--- src/rtl/wb_stage_pkg.sv ---
// Shared encodings for the writeback stage: result-select codes, load widths,
// FSM states and the load misalignment rule.
package wb_stage_pkg;

   localparam int XLEN                = 32;
   localparam int REG_FILE_ADDR_WIDTH = 5;

   localparam logic [1:0] WB_SEL_ALU  = 2'd0;
   localparam logic [1:0] WB_SEL_LOAD = 2'd1;
   localparam logic [1:0] WB_SEL_PC4  = 2'd2;

   localparam logic [2:0] F3_LB  = 3'b000;
   localparam logic [2:0] F3_LH  = 3'b001;
   localparam logic [2:0] F3_LW  = 3'b010;
   localparam logic [2:0] F3_LBU = 3'b100;
   localparam logic [2:0] F3_LHU = 3'b101;

   typedef enum logic [1:0] {
      WB_EMPTY     = 2'd0,
      WB_RESULT    = 2'd1,
      WB_WAIT_LOAD = 2'd2
   } wb_state_e;

   // Unlisted funct3 codes behave as LW, so they share the word alignment rule.
   function automatic logic load_is_misaligned(input logic [1:0] off, input logic [2:0] funct3);
      logic w_mis;
      case (funct3)
         F3_LB, F3_LBU: w_mis = 1'b0;
         F3_LH, F3_LHU: w_mis = off[0];
         default:       w_mis = (off != 2'b00);
      endcase
      return w_mis;
   endfunction

endpackage

--- src/rtl/wb_stage_load_align.sv ---
// Combinational load lane selection and sign/zero extension from an aligned word.
module wb_stage_load_align
   import wb_stage_pkg::*;
#(
   parameter int XLEN_P = 32
) (
   input  logic [XLEN_P-1:0] i_rdata,
   input  logic [1:0]        i_off,
   input  logic [2:0]        i_funct3,
   output logic [XLEN_P-1:0] o_data,
   output logic              o_misaligned
);

   logic [XLEN_P-1:0] w_lane;

   assign w_lane       = i_rdata >> {i_off, 3'b000};
   assign o_misaligned = load_is_misaligned(i_off, i_funct3);

   always_comb begin
      o_data = i_rdata;
      case (i_funct3)
         F3_LB:   o_data = {{(XLEN_P-8){w_lane[7]}}, w_lane[7:0]};
         F3_LH:   o_data = {{(XLEN_P-16){w_lane[15]}}, w_lane[15:0]};
         F3_LBU:  o_data = {{(XLEN_P-8){1'b0}}, w_lane[7:0]};
         F3_LHU:  o_data = {{(XLEN_P-16){1'b0}}, w_lane[15:0]};
         default: o_data = i_rdata;
      endcase
   end

endmodule

--- src/rtl/wb_stage.sv ---
// Writeback stage: registers one retiring instruction, waits for load data,
// drives the register-file write port, forwarding info and the retire counter.
module wb_stage
   import wb_stage_pkg::*;
#(
   parameter int XLEN       = wb_stage_pkg::XLEN,
   parameter int REG_ADDR_W = REG_FILE_ADDR_WIDTH
) (
   input  logic                  clk,
   input  logic                  rst,
   input  logic                  ex_valid,
   output logic                  ex_ready,
   input  logic [REG_ADDR_W-1:0] ex_rd,
   input  logic                  ex_we,
   input  logic [1:0]            ex_wb_sel,
   input  logic [XLEN-1:0]       ex_alu_result,
   input  logic [XLEN-1:0]       ex_pc4,
   input  logic [2:0]            ex_funct3,
   input  logic                  dmem_rvalid,
   input  logic [XLEN-1:0]       dmem_rdata,
   output logic                  rf_we,
   output logic [REG_ADDR_W-1:0] rf_rd,
   output logic [XLEN-1:0]       rf_wd,
   output logic                  fwd_valid,
   output logic [REG_ADDR_W-1:0] fwd_rd,
   output logic [XLEN-1:0]       fwd_data,
   output logic                  load_pending,
   output logic                  load_misaligned,
   output logic [63:0]           instret,
   output logic [1:0]            dbg_state
);

   wb_state_e             r_state;
   logic [REG_ADDR_W-1:0] r_rd;
   logic                  r_we;
   logic [1:0]            r_wb_sel;
   logic [XLEN-1:0]       r_alu;
   logic [XLEN-1:0]       r_pc4;
   logic [2:0]            r_funct3;
   logic                  r_misaligned;
   logic [63:0]           r_instret;

   logic                  w_accept;
   logic                  w_ex_is_load;
   logic                  w_ex_mis;
   logic                  w_retire;
   logic                  w_rd_live;
   logic [XLEN-1:0]       w_load_data;
   logic                  w_load_mis_unused;

   wb_stage_load_align #(.XLEN_P(XLEN)) u_align (
      .i_rdata      (dmem_rdata),
      .i_off        (r_alu[1:0]),
      .i_funct3     (r_funct3),
      .o_data       (w_load_data),
      .o_misaligned (w_load_mis_unused)
   );

   assign ex_ready     = (r_state != WB_WAIT_LOAD) || dmem_rvalid;
   assign w_accept     = ex_valid && ex_ready;
   assign w_ex_is_load = (ex_wb_sel == WB_SEL_LOAD);
   assign w_ex_mis     = w_ex_is_load && load_is_misaligned(ex_alu_result[1:0], ex_funct3);

   assign w_retire  = (r_state == WB_RESULT) || ((r_state == WB_WAIT_LOAD) && dmem_rvalid);
   assign w_rd_live = r_we && (r_rd != '0);

   // A misaligned load retires through RESULT with its write suppressed.
   assign rf_we = w_retire && w_rd_live && !((r_state == WB_RESULT) && r_misaligned);
   assign rf_rd = r_rd;

   always_comb begin
      rf_wd = r_alu;
      if (r_state == WB_WAIT_LOAD)
         rf_wd = w_load_data;
      else if (r_wb_sel == WB_SEL_PC4)
         rf_wd = r_pc4;
   end

   assign fwd_valid       = rf_we;
   assign fwd_rd          = rf_rd;
   assign fwd_data        = rf_wd;
   assign load_pending    = (r_state == WB_WAIT_LOAD) && w_rd_live;
   assign load_misaligned = (r_state == WB_RESULT) && r_misaligned;
   assign instret         = r_instret;
   assign dbg_state       = r_state;

   always_ff @(posedge clk or negedge rst) begin
      if (!rst) begin
         r_state      <= WB_EMPTY;
         r_rd         <= '0;
         r_we         <= 1'b0;
         r_wb_sel     <= WB_SEL_ALU;
         r_alu        <= '0;
         r_pc4        <= '0;
         r_funct3     <= 3'b000;
         r_misaligned <= 1'b0;
         r_instret    <= 64'd0;
      end else begin
         if (w_retire)
            r_instret <= r_instret + 64'd1;

         if (w_accept) begin
            r_rd         <= ex_rd;
            r_we         <= ex_we;
            r_wb_sel     <= ex_wb_sel;
            r_alu        <= ex_alu_result;
            r_pc4        <= ex_pc4;
            r_funct3     <= ex_funct3;
            r_misaligned <= w_ex_mis;
            r_state      <= (w_ex_is_load && !w_ex_mis) ? WB_WAIT_LOAD : WB_RESULT;
         end else begin
            case (r_state)
               WB_RESULT:    r_state <= WB_EMPTY;
               WB_WAIT_LOAD: if (dmem_rvalid) r_state <= WB_EMPTY;
               default:      r_state <= r_state;
            endcase
         end
      end
   end

endmodule

--- config.mk ---
export PLATFORM = sky130hd
export DESIGN_NAME = wb_stage
export DESIGN_NICKNAME = d
export VERILOG_FILES = /design/src/rtl/wb_stage_pkg.sv /design/src/rtl/wb_stage_load_align.sv /design/src/rtl/wb_stage.sv
export SDC_FILE = /design/constraint.sdc
export NUM_CORES = 1
export LEC_CHECK = 0
export BUFFER_PORTS_ARGS = -buffer_cell sky130_fd_sc_hd__clkbuf_2
export CORE_ASPECT_RATIO = 0.7
export CORE_MARGIN = 2
export CORE_UTILIZATION = 52
export CTS_BUF_LIST = sky130_fd_sc_hd__clkbuf_2
export DETAILED_ROUTE_END_ITERATION = 8
export PLACE_DENSITY = 0.89
export SLEW_MARGIN = 20
export SYNTH_ARGS = -nofsm -noshare
export SYNTH_HDL_FRONTEND = slang
export SYNTH_SLANG_ARGS = --single-unit
--- constraint.sdc ---
create_clock -name clk -period 2.25 [get_ports clk]
set_input_delay 0.1125 -clock clk [delete_from_list [all_inputs] [get_ports clk]]
set_output_delay 0.1125 -clock clk [all_outputs]
set_load 0.05 [all_outputs]
# Yosys cells after proc, flatten, opt, wreduce, memory -nomap -nowiden
# Cells that the tools add are included.
# word_totals
out_inout_bits	145
reg_bits	142
# classes
eq_ne	12
shifts	1
n_mux	8
addsub	1
n_reduce_logical	21
# ops
operator	n
32-bit case mux with 4 select lines	1
64-bit by 1-bit adder with 64-bit output (second input constant)	1
32-bit 2-to-1 mux	2
32-bit by 5-bit right shift with 16-bit output	1
3-bit == test (second input constant)	4
1-bit logical AND	9
3-bit by 1-bit == test with 1-bit output (second input constant)	2
3-bit zero test	2
2-bit 2-to-1 mux	3
5-bit nonzero test	1
2-bit by 1-bit == test with 1-bit output (second input constant)	2
2-bit == test (second input constant)	2
2-bit case mux with 2 select lines	1
2-bit OR reduction	2
3-bit inequality test (second input constant)	1
3-bit nonzero test	1
1-bit zero test	2
1-bit logical OR	2
2-bit inequality test (second input constant)	1
1-bit case mux with 2 select lines	1
2-bit AND reduction	1
2-bit nonzero test	1

# Logic depth before layout (Yosys ltp)
# Gate-level depths: netlist of run 1.
# depth
word_depth	8
ltp_mapped	8

# Cells and area by module
# A second synthesis of run 1 with hierarchy kept.
# unflattened
hier_cells	723
area_unflattened_um2	7682.4
# modules_own_cells
module	area_per_inst_um2	seq_area_each_um2	n_inst	cells_per_inst
wb_stage	6965.4	3553.4	1	611
wb_stage_load_align	716.9	0.0	1	112

# Worst setup path before layout of run 1
# No wires, ideal clock.
# synth_path
kind	register to output
from	register r_state[0], in the netlist dbg_state[0]
to	output port rf_wd[10]
setup_slack_ns	-0.910
stages_incl_launch_ff	7
arrival_ns	3.047
required_ns	2.138
path_cell_list	dfrtp_1 nand2b_1 clkbuf_1 clkbuf_1 nor3_1 a221oi_1 buf_4
# synth_between
elab_chain_cells	2
# synth_rtl
item	line_no	source
start: declaration	wb_stage.sv:33	wb_state_e r_state;
start signal: assignment	wb_stage.sv:110	r_state <= (w_ex_is_load && !w_ex_mis) ? WB_WAIT_LOAD : WB_RESULT;
start signal: assignment	wb_stage.sv:115	default: r_state <= r_state;
2-bit == test	wb_stage.sv:73	if (r_state == WB_WAIT_LOAD)
32-bit 2-to-1 mux	wb_stage.sv:73	
end: declaration	wb_stage.sv:23	output logic [XLEN-1:0] rf_wd,
# No other way between the ends.

# Worst setup path in the final report of run 1
# layout_path
from	register r_alu[1]
to	output port fwd_data[26]
# layout_between
elab_chain_cells	3
# layout_rtl
item	line_no	source
start: declaration	wb_stage.sv:37	logic [XLEN-1:0] r_alu;
start signal: assignment	wb_stage.sv:106	r_alu <= ex_alu_result;
32-bit by 5-bit right shift with 16-bit output	wb_stage_load_align.sv:16	assign w_lane = i_rdata >> {i_off, 3'b000};
32-bit case mux with 4 select lines	wb_stage_load_align.sv:21	case (i_funct3)
32-bit 2-to-1 mux	wb_stage.sv:73	
end: declaration	wb_stage.sv:26	output logic [XLEN-1:0] fwd_data,
# No other way between the ends.

==> results.py, run 1 <==
metrics = {
    "run_status": {
        "outcome": "finished, violations left",
        "failed_checks": "setup timing",
    },
    "timing": {
        "period_needed_ns": 3.06,
        "finalHoldViolations": 0,
        "fin_setup_tns_ns": -41.26,
        "max_freq_ghz": 0.327,
        "setup-violations-final": 67,
        "slew_viol_final": 0,
        "worst-slew-pin-transition_ns": 0.561,
        "slew_headroom": 0.615,
        "fin_ws_ns": -0.811,
        "rsz0062_at_grt": "yes",
        "whs_ns": 0.109,
        "fin_crit_sh": 1.36,
        "fin_skew_ns": 0.0404,
    },
    "critical_path": {
        "path_depth": 8,
        "critPathKind": "flip-flop to primary output",
        "cp_max_fo": 12,
        "critPathArrivalTime_ns": 2.95,
        "crit_family": "compound AO/OA/AOI/OAI gates",
        "regToRegEndpoint": "instret[60]",
        "cp-startpoint": "r_alu[1]",
        "cp_num_buf_inv": 4,
        "cp_slowest_cell": "dfrtp_2",
        "setup.worst_path.end_class": "primary output",
        "cpMostUsedCell": "buf_12",
        "crit_required_ns": 2.14,
        "crit-reg2reg-launch": "instret[43]",
        "start_kind": "flip-flop",
        "crit_chain": "buf_4 > buf_12 > o21ai_2 > a21boi_4 > o311a_4 > buf_12 > a32oi_4 > buf_8",
        "critical_path.endpoint": "fwd_data[26]",
        "r2r_cells": 5,
        "r2r_slack_ns": 0.11,
        "crit_path_max_incr_delay_ns": 0.49,
    },
    "floorplanning": {
        "ios": 256,
        "initial_core_util": 0.532,
        "core_sq_mm": 0.0139,
        "die_w_um": 146,
        "die-area_sq_mm": 0.0152,
        "rows": 36,
        "die_h_um": 104,
    },
    "synthesis": {
        "ys_ff_latch": 142,
        "synth_area_sq_mm": 0.00738,
        "synth-seq-area-share": 0.482,
        "avgSynthCellArea_sq_um": 10.7,
        "synthArstFlopShare": 1.00,
        "syn-num-nets": 803,
        "synth_edf_count": 0,
        "syn_inst": 691,
        "synth_ff_type": "dfrtp_1",
        "synth_cell_types": 51,
        "synth_warnings": 0,
    },
    "layout": {
        "layout-drive-gt1-share": 0.489,
        "syn2layout_area_growth_pct": 57.7,
        "final_nets": 1139,
        "utilization": 0.839,
        "fin_cells": 1234,
        "fillers": 691,
    },
    "global_routing": {
        "overflow": 0,
        "grtUsageMet3": 0.0943,
        "grt_start_max_net_pins": 55,
        "grt_pass1_wl_um": 42300,
        "first_global_vias": 7597,
        "antenna_found_initial": 3,
        "globalRouteMet1Util": 0.436,
        "track_usage": 0.360,
        "grtUsageMet2": 0.583,
        "grt.busiest_layer": "met2",
    },
    "run": {
        "drv_cap": 0,
    },
    "min_path": {
        "hold_class": "input port to flip-flop",
    },
    "route": {
        "postRouteWirelength_um": 30100,
        "num_vias": 7454,
        "vias_per_cell": 6.04,
        "drt_iter0_markers": 649,
        "first_pass_iters": 7,
        "route.detailed.wl_per_inst_um": 24.4,
        "drc": 0,
        "postRouteAntennaNets": 0,
    },
    "cts": {
        "numCtsBuffers": 17,
        "cts_max_level": 4,
        "clk_pin_slew_ns": 0.26,
        "clk_latency_ns": 0.76,
        "cts_num_sinks": 142,
        "tritoncts": "yes",
        "clk_path_buf_depth": 2,
        "clockRootBuffer": "clkbuf_2",
    },
    "power_and_ir_drop": {
        "power-per-cell-area_mw_per_mm2": 731,
        "p_leak_nw": 5.33,
        "irDropWorstVdd_uv": 768,
    },
    "placed_design": {
        "dp_cells": 1093,
        "post-place-ws_ns": -0.0249,
        "port_buffers": 255,
        "gp_congestion": 0.976,
        "hpwlAfterDp_um": 16500,
    },
}
## tightest hold or removal path: stages
cell           delay (ns)
dlygate4sd3_1        0.52
clkbuf_2             0.10
mux2_2               0.13
## per-stage QoR
step	area [sq um]	power (mW)
global route	11600	8.77
global placement	9340	5.91
floorplan	8060	5.42
detailed placement	9340	5.98
finish	11600	8.51
CTS	11000	7.90
## worst min path at each step
stage                           from            to  cells after the start
finish              ex_alu_result[5]      r_alu[5]                      3
global route               ex_pc4[4]      r_pc4[4]                      3
CTS                        ex_pc4[0]      r_pc4[0]                      3
detailed placement               rst      r_pc4[5]                      1
global placement                 rst      r_pc4[5]                      1
floorplan                        rst  dbg_state[0]                      0
## cells in the final DEF, fill, tap and decap left out, types with 10 or more instances in the layout
master           n
xnor2_1         26
dfrtp_1        137
nor2_1          20
mux2_2          75
buf_4           37
clkbuf_2       204
nand2_1        115
xor2_1          37
buf_8           55
nand4_1         15
a221oi_4        12
buf_6           17
nor3_1          19
mux2i_1         10
nand3_1         17
a32oi_4         16
dlygate4sd3_1   80
## cells by family after synthesis
| logic type | share of synthesized area |
|---|---|
| xor+xnor | 0.0748 |
| fa+ha+maj | 0.00170 |
| compound gates | 0.0726 |
| simple gates | 0.165 |
| flops | 0.482 |
| buf+inv | 0.0636 |
| mux | 0.141 |
## registers in the layout (all words and copies together), names as in the netlist
register,flops
r_misaligned,1
r_funct3,3
dbg_state,2
r_alu,32
r_pc4,32
fwd_rd,5
instret,64
r_wb_sel,2
r_we,1
## repair_timing
action / 4_1_cts / 5_1_grt
cloned: 1 / 0
setup endpoints to repair: 67 / 69
setup buffers: 4 / 21
pin swaps: 22 / 27
hold buffers: 81 / 0
hold endpoints to repair: 227 / 0
resized for setup: 147 / 144
## Yosys cell counts, types with 2 or more instances
cell / count / area, sq um
dfrtp_1: 142 / 3550
nand2_1: 117 / 439
mux2_2: 75 / 845
buf_4: 42 / 315
xor2_1: 37 / 324
xnor2_1: 26 / 228
nor2_1: 23 / 86.3
nor3_1: 21 / 105
clkbuf_1: 19 / 71.3
a32oi_1: 17 / 149
mux2i_1: 17 / 170
nand3_1: 17 / 85.1
o21ai_0: 17 / 85.1
nand4_1: 15 / 93.8
a221oi_1: 14 / 123
and3_1: 9 / 56.3
and4_1: 9 / 78.8
a31oi_1: 8 / 50.1
buf_2: 8 / 40.0
inv_1: 7 / 26.3
nor4_1: 6 / 37.5
nand2b_1: 5 / 31.3
and2_1: 4 / 25.0
nor2b_1: 4 / 25.0
a211oi_1: 3 / 22.5
nor3_2: 3 / 30.0
or3_1: 2 / 12.5
## cell type report
cell class	count	area, sq um	share of cell area
diodes	4	10.0	0.000860
clock buffers	17	85.1	0.00731
clock inverters	15	129	0.0111
inverters	7	33.8	0.00290
multi-input cells	472	4340	0.373
flip-flops and latches	142	3560	0.306
well taps	190	238	0.0204
repair buffers	387	3250	0.279
## power by group
group | switching, mW | leakage, nW | internal (mW) | total [mW]
Sequential | 0.234 | 1.77 | 2.78 | 3.02
Clock | 1.13 | 0.131 | 0.330 | 1.46
Combinational | 2.47 | 3.42 | 1.57 | 4.04
Total | 3.83 | 5.33 | 4.68 | 8.51
## metal layers
layer / wire, um / up-vias
met2: 14400 / 525
met1: 11000 / 3632
li1: - / 3092
met4: 2260 / 0
met5: 0 / -
met3: 2440 / 205
Power figures use the tool's default switching activity.
==> inputs of run 2 (changes only) <==
CORE_UTILIZATION = 53   (was 52)
SYNTH_HIERARCHICAL = 1   (was unset)
==> results.py, run 2 <==
metrics = {
    "placed_design": {
        "gp_congestion": 0.934,
        "port_buffers": 255,
        "placed_area_sq_mm": 0.00914,
        "dp_cells": 1126,
        "hpwlAfterDp_um": 15900,
    },
    "layout": {
        "final_nets": 1167,
        "largest_reg_flops": 64,
        "diodes": 0,
        "syn2layout_area_growth_pct": 47.9,
        "fin_cells": 1258,
        "finish.instance_area_sq_mm": 0.0113,
        "layout-drive-gt1-share": 0.465,
        "layout_common_cells": "clkbuf_2 (205), dfrtp_1 (136), nand2_1 (91)",
        "layout_commonest_cell": "clkbuf_2",
        "fillers": 746,
        "utilization": 0.810,
    },
    "critical_path": {
        "cp-startpoint": "r_alu[0]",
        "crit_family": "multiplexers",
        "crit_required_ns": 2.14,
        "critPathKind": "flip-flop to primary output",
        "start_kind": "flip-flop",
        "crit_chain": "mux4_2 > o211ai_4 > buf_6 > o21ai_1 > nand2_1 > o21ai_4 > buf_8",
        "cp_slowest_cell": "mux4_2",
        "critPathArrivalTime_ns": 2.65,
        "cp_num_buf_inv": 2,
        "setup.worst_path.end_class": "primary output",
        "crit-reg2reg-launch": "instret[21]",
        "crit_path_max_incr_delay_ns": 0.60,
        "cp_max_fo": 8,
    },
    "cts": {
        "clk_latency_ns": 0.71,
        "clk_pin_slew_ns": 0.25,
        "tritoncts": "yes",
        "cts_num_sinks": 142,
        "clockRootBuffer": "clkbuf_2",
        "numCtsBuffers": 17,
        "clk_path_buf_depth": 2,
        "cts_max_level": 4,
    },
    "timing": {
        "fin_skew_ns": 0.0454,
        "fin_ws_ns": -0.514,
        "fin_crit_sh": 1.23,
        "period_needed_ns": 2.76,
        "slew_headroom": 0.533,
        "rsz0062_at_grt": "yes",
        "max_freq_ghz": 0.362,
        "finalHoldViolations": 0,
        "fin_setup_tns_ns": -27.80,
        "worst-slew-pin-transition_ns": 0.693,
        "setup-violations-final": 67,
        "slew_viol_final": 0,
    },
    "global_routing": {
        "track_usage": 0.346,
        "grt_start_max_net_pins": 65,
        "overflow": 0,
        "antenna_found_initial": 0,
        "grt_pass1_wl_um": 41500,
        "first_global_vias": 7620,
    },
    "power_and_ir_drop": {
        "p_leak_nw": 5.23,
        "power_mw": 8.33,
        "power-per-cell-area_mw_per_mm2": 734,
        "irDropWorstVdd_uv": 842,
    },
    "floorplanning": {
        "die-area_sq_mm": 0.0155,
        "core_sq_mm": 0.0140,
        "die_w_um": 148,
        "initial_core_util": 0.548,
        "ios": 256,
        "die_h_um": 105,
        "rows": 36,
    },
    "route": {
        "vias_per_cell": 6.01,
        "drc": 0,
        "route.detailed.wl_per_inst_um": 22.3,
        "postRouteAntennaNets": 0,
        "num_vias": 7556,
        "first_pass_iters": 9,
        "postRouteWirelength_um": 28100,
        "drt_iter0_markers": 710,
    },
    "synthesis": {
        "syn-num-nets": 833,
        "synth_warnings": 6,
        "syn_inst": 721,
        "avgSynthCellArea_sq_um": 10.6,
        "synth_area_sq_mm": 0.00767,
    },
    "run_status": {
        "outcome": "finished, violations left",
        "failed_checks": "setup timing",
    },
    "min_path": {
        "min_from": "ex_alu_result[13]",
        "hold_class": "input port to flip-flop",
    },
    "run": {
        "drv_cap": 0,
    },
}
==> run 2: changes by cell type in the layout (fill, tap and decap cells not counted), sizes merged, moves of 9 or more <==
cell    previous run  this run
xnor2             26        40
clkbuf           206       231
nand2            117        92
o21ai             18        56
nor3              25        15
a32oi             17         1
mux2              75        84
xor2              37        23
mux2i             17        34
nand4             17        28
buf              118        94
==> run 2: repair_timing <==
item                       CTS  global route
hold endpoints to repair   221             0
cloned                       1             1
setup endpoints to repair   67            67
buffers inserted             8            10
hold buffers                81             0
gates resized for setup    187            70
pin swaps                    9             6
==> run 2: final timing paths <==
check / endpoint / slack [ns] / cells after the start
min in group asynchronous: instret[2] / 0.51 / 4
hold / removal: r_alu[13] / 0.16 / 3
hold reg to reg: instret[63] / 0.49 / 1
max in group asynchronous: r_pc4[2] / 1.39 / 4
setup reg to reg: instret[50] / 0.09 / 5
setup / recovery: fwd_data[26] / -0.51 / 7
==> run 2: report_power, final <==
part / total [mW] / internal, mW / switching, mW
sequential: 2.99 / 2.77 / 0.222
combinational: 3.62 / 1.40 / 2.21
clock: 1.72 / 0.646 / 1.07
total: 8.33 / 4.82 / 3.51
==> run 2: stage by stage <==
stage / hold WS [ns] / worst slack (ns)
6_report: 0.162 / -0.514
5_1_grt: 0.0836 / -0.594
4_1_cts: 0.102 / -0.452
3_5_place_dp: 0.125 / 0.0935
3_3_place_gp: 0.125 / 0.0960
2_1_floorplan: -0.183 / -0.246
==> run 2: area by class of cell <==
class,instances,area [sq um],area share
Tap cell,190,238,0.0209
Multi-Input combinational cell,496,4000,0.352
Clock inverter,14,181,0.0160
Clock buffer,18,90.1,0.00794
Inverter,11,41.3,0.00364
Sequential cell,142,3560,0.314
Timing Repair Buffer,387,3240,0.285
==> run 2: metal layers <==
metal  global-route usage  share of wire
met5                    0              0
met4                0.163          0.044
met3               0.0825          0.094
met2                0.574           0.49
met1                0.428           0.37
==> run 2: tightest hold or removal path, delay by kind of cell <==
| kind | cells | cell delay, ns |
|---|---|---|
| buffers and inverters | 2 | 0.62 |
| muxes | 1 | 0.13 |
==> inputs of run 3 (changes only) <==
CTS_BUF_LIST = sky130_fd_sc_hd__clkbuf_4 sky130_fd_sc_hd__clkbuf_8   (was sky130_fd_sc_hd__clkbuf_2)
PLACE_DENSITY = 0.83   (was 0.89)
==> results.py, run 3 (synthesis results as in run 2) <==
metrics = {
    "timing": {
        "fin_ws_ns": -0.248,
        "worst-slew-pin-transition_ns": 0.699,
        "setup-violations-final": 62,
        "fin_skew_ns": 0.0168,
        "rsz0062_at_grt": "yes",
        "slew_headroom": 0.534,
        "fin_crit_sh": 1.11,
        "period_needed_ns": 2.50,
        "slew_viol_final": 0,
        "finalHoldViolations": 0,
        "max_freq_ghz": 0.400,
        "fin_setup_tns_ns": -10.86,
    },
    "route": {
        "first_pass_iters": 5,
        "drt_iter0_markers": 600,
        "postRouteAntennaNets": 0,
        "postRouteWirelength_um": 26600,
        "num_vias": 7411,
        "route.detailed.wl_per_inst_um": 21.4,
        "vias_per_cell": 5.96,
        "drc": 0,
    },
    "layout": {
        "fillers": 825,
        "layout_common_cells": "clkbuf_2 (190), dfrtp_1 (139), nand2_1 (86)",
        "layout_commonest_cell": "clkbuf_2",
        "regArea_sq_mm": 0.00356,
        "multi_input_comb_area_sq_mm": 0.00394,
        "layout-drive-gt1-share": 0.468,
        "utilization": 0.804,
        "syn2layout_area_growth_pct": 46.7,
        "largest_reg_flops": 64,
        "finish.instance_area_sq_mm": 0.0113,
        "final_nets": 1150,
    },
    "run_status": {
        "outcome": "finished, violations left",
        "failed_checks": "setup timing",
    },
    "global_routing": {
        "globalRouteMet1Util": 0.431,
        "track_usage": 0.329,
        "grtUsageMet3": 0.0707,
        "antenna_found_initial": 3,
        "grtUsageMet2": 0.531,
        "grt_pass1_wl_um": 39700,
        "first_global_vias": 7221,
        "overflow": 0,
        "grt.busiest_layer": "met2",
        "grt_start_max_net_pins": 75,
    },
    "power_and_ir_drop": {
        "power-per-cell-area_mw_per_mm2": 762,
        "p_leak_nw": 5.19,
        "p_comb_frac": 0.411,
        "clockPowerShare": 0.242,
        "irDropWorstVdd_uv": 1020,
        "pwr-share-seq": 0.347,
        "switching_power_mw": 3.52,
        "internal_power_mw": 5.07,
        "p_sw_frac": 0.410,
    },
    "critical_path": {
        "cp_max_fo": 5,
        "cp-startpoint": "r_alu[0]",
        "critPathArrivalTime_ns": 2.39,
        "regToRegEndpoint": "instret[56]",
        "critical_path.endpoint": "fwd_data[11]",
        "setup.worst_path.end_class": "primary output",
        "crit-reg2reg-launch": "dbg_state[0]",
        "r2r_cells": 5,
        "start_kind": "flip-flop",
        "critPathKind": "flip-flop to primary output",
        "crit_path_max_incr_delay_ns": 0.60,
        "cp_slowest_cell": "mux4_2",
        "crit_chain": "mux4_2 > a21oi_4 > buf_6 > o31ai_2 > nand2_1 > o21ai_2 > buf_8",
        "r2r_slack_ns": 0.12,
        "crit_required_ns": 2.14,
    },
    "cts": {
        "tritoncts": "yes",
        "numCtsBuffers": 17,
        "clk_path_buf_depth": 2,
        "clk_latency_ns": 0.44,
        "clk_pin_slew_ns": 0.09,
        "clockRootBuffer": "clkbuf_8",
        "cts_num_sinks": 142,
        "cts_max_level": 4,
    },
    "floorplanning": {
        "die_w_um": 148,
        "die-area_sq_mm": 0.0155,
        "core_sq_mm": 0.0140,
        "initial_core_util": 0.548,
        "rows": 36,
        "die_h_um": 105,
        "ios": 256,
    },
    "run": {
        "drv_cap": 0,
    },
    "placed_design": {
        "hpwlAfterDp_um": 16200,
        "gp_congestion": 0.949,
        "placed_area_sq_mm": 0.00915,
        "port_buffers": 255,
    },
    "min_path": {
        "hold_class": "input port to flip-flop",
    },
}
==> run 3: cell count changes in the layout (fill, tap and decap cells not counted), sizes merged <==
cell,change
clkbuf,-12
inv,+1
buf,-2
clkinv,+2
clkinvlp,-1
bufinv,-2
dlygate4sd3,-3
diode,+3
==> run 3: worst min-delay path by stage <==
| stage | start | to | slack, ns | cells past startpoint |
|---|---|---|---|---|
| final | dmem_rvalid | dbg_state[1] | 0.10 | 3 |
| after global routing | dmem_rvalid | dbg_state[1] | 0.10 | 3 |
| after CTS | dmem_rvalid | dbg_state[0] | 0.07 | 3 |
| after detailed placement | rst | r_alu[4] | 0.19 | 1 |
| after global placement | rst | r_alu[4] | 0.18 | 1 |
| after floorplan | rst | dbg_state[0] | -0.18 | 0 |
==> run 3: stage by stage <==
| stage | setup slack (ns) | hold slack [ns] | instances | total power, mW |
|---|---|---|---|---|
| 2_1_floorplan | -0.246 | -0.183 | 721 | 5.03 |
| 3_3_place_gp | 0.241 | 0.179 | 1123 | 5.60 |
| 3_5_place_dp | 0.186 | 0.192 | 1123 | 5.67 |
| 4_1_cts | -0.196 | 0.0690 | 1236 | 8.22 |
| 5_1_grt | -0.340 | 0.102 | 1244 | 8.86 |
| 6_report | -0.248 | 0.104 | 1244 | 8.58 |
==> run 3: what timing repair did <==
action | in CTS | in global routing
gates cloned | 1 | 1
setup endpoints to repair | 62 | 67
setup buffers | 3 | 4
pin swaps | 5 | 7
endpoints found under the hold margin | 148 | 0
resized for setup | 157 | 105
hold buffers | 77 | 0
==> run 3: cell type report <==
class	count	share of cell area
Tap cell	190	0.0211
Timing Repair Buffer	370	0.273
Multi-Input combinational cell	496	0.350
Inverter	11	0.00400
Clock buffer	18	0.0220
Clock inverter	14	0.0133
Sequential cell	142	0.316
Antenna cell	3	0.000667
==> run 3: per-layer routing <==
metal,up-vias,share of wire
met4,0,0.040
met1,3610,0.38
met2,520,0.49
met5,-,0
li1,3174,-
met3,107,0.091
==> run 3: worst max-delay path: cells and delay by family, from the launching register on <==
| kind | cells | cell delay, ns |
|---|---|---|
| compound gates | 3 | 0.50 |
| buf+inv | 2 | 0.35 |
| simple gates | 1 | 0.08 |
| flops | 1 | 0.42 |
| mux | 1 | 0.60 |
==> run 3: power by group through the flow <==
stage               registers [mW]  logic, mW  clock network [mW]
floorplan                     3.19       1.84                   0
global placement              2.98       2.62                   0
detailed placement            3.00       2.67                   0
CTS                           2.95       3.18                2.08
global route                  3.00       3.64                2.22
finish                        2.98       3.53                2.08
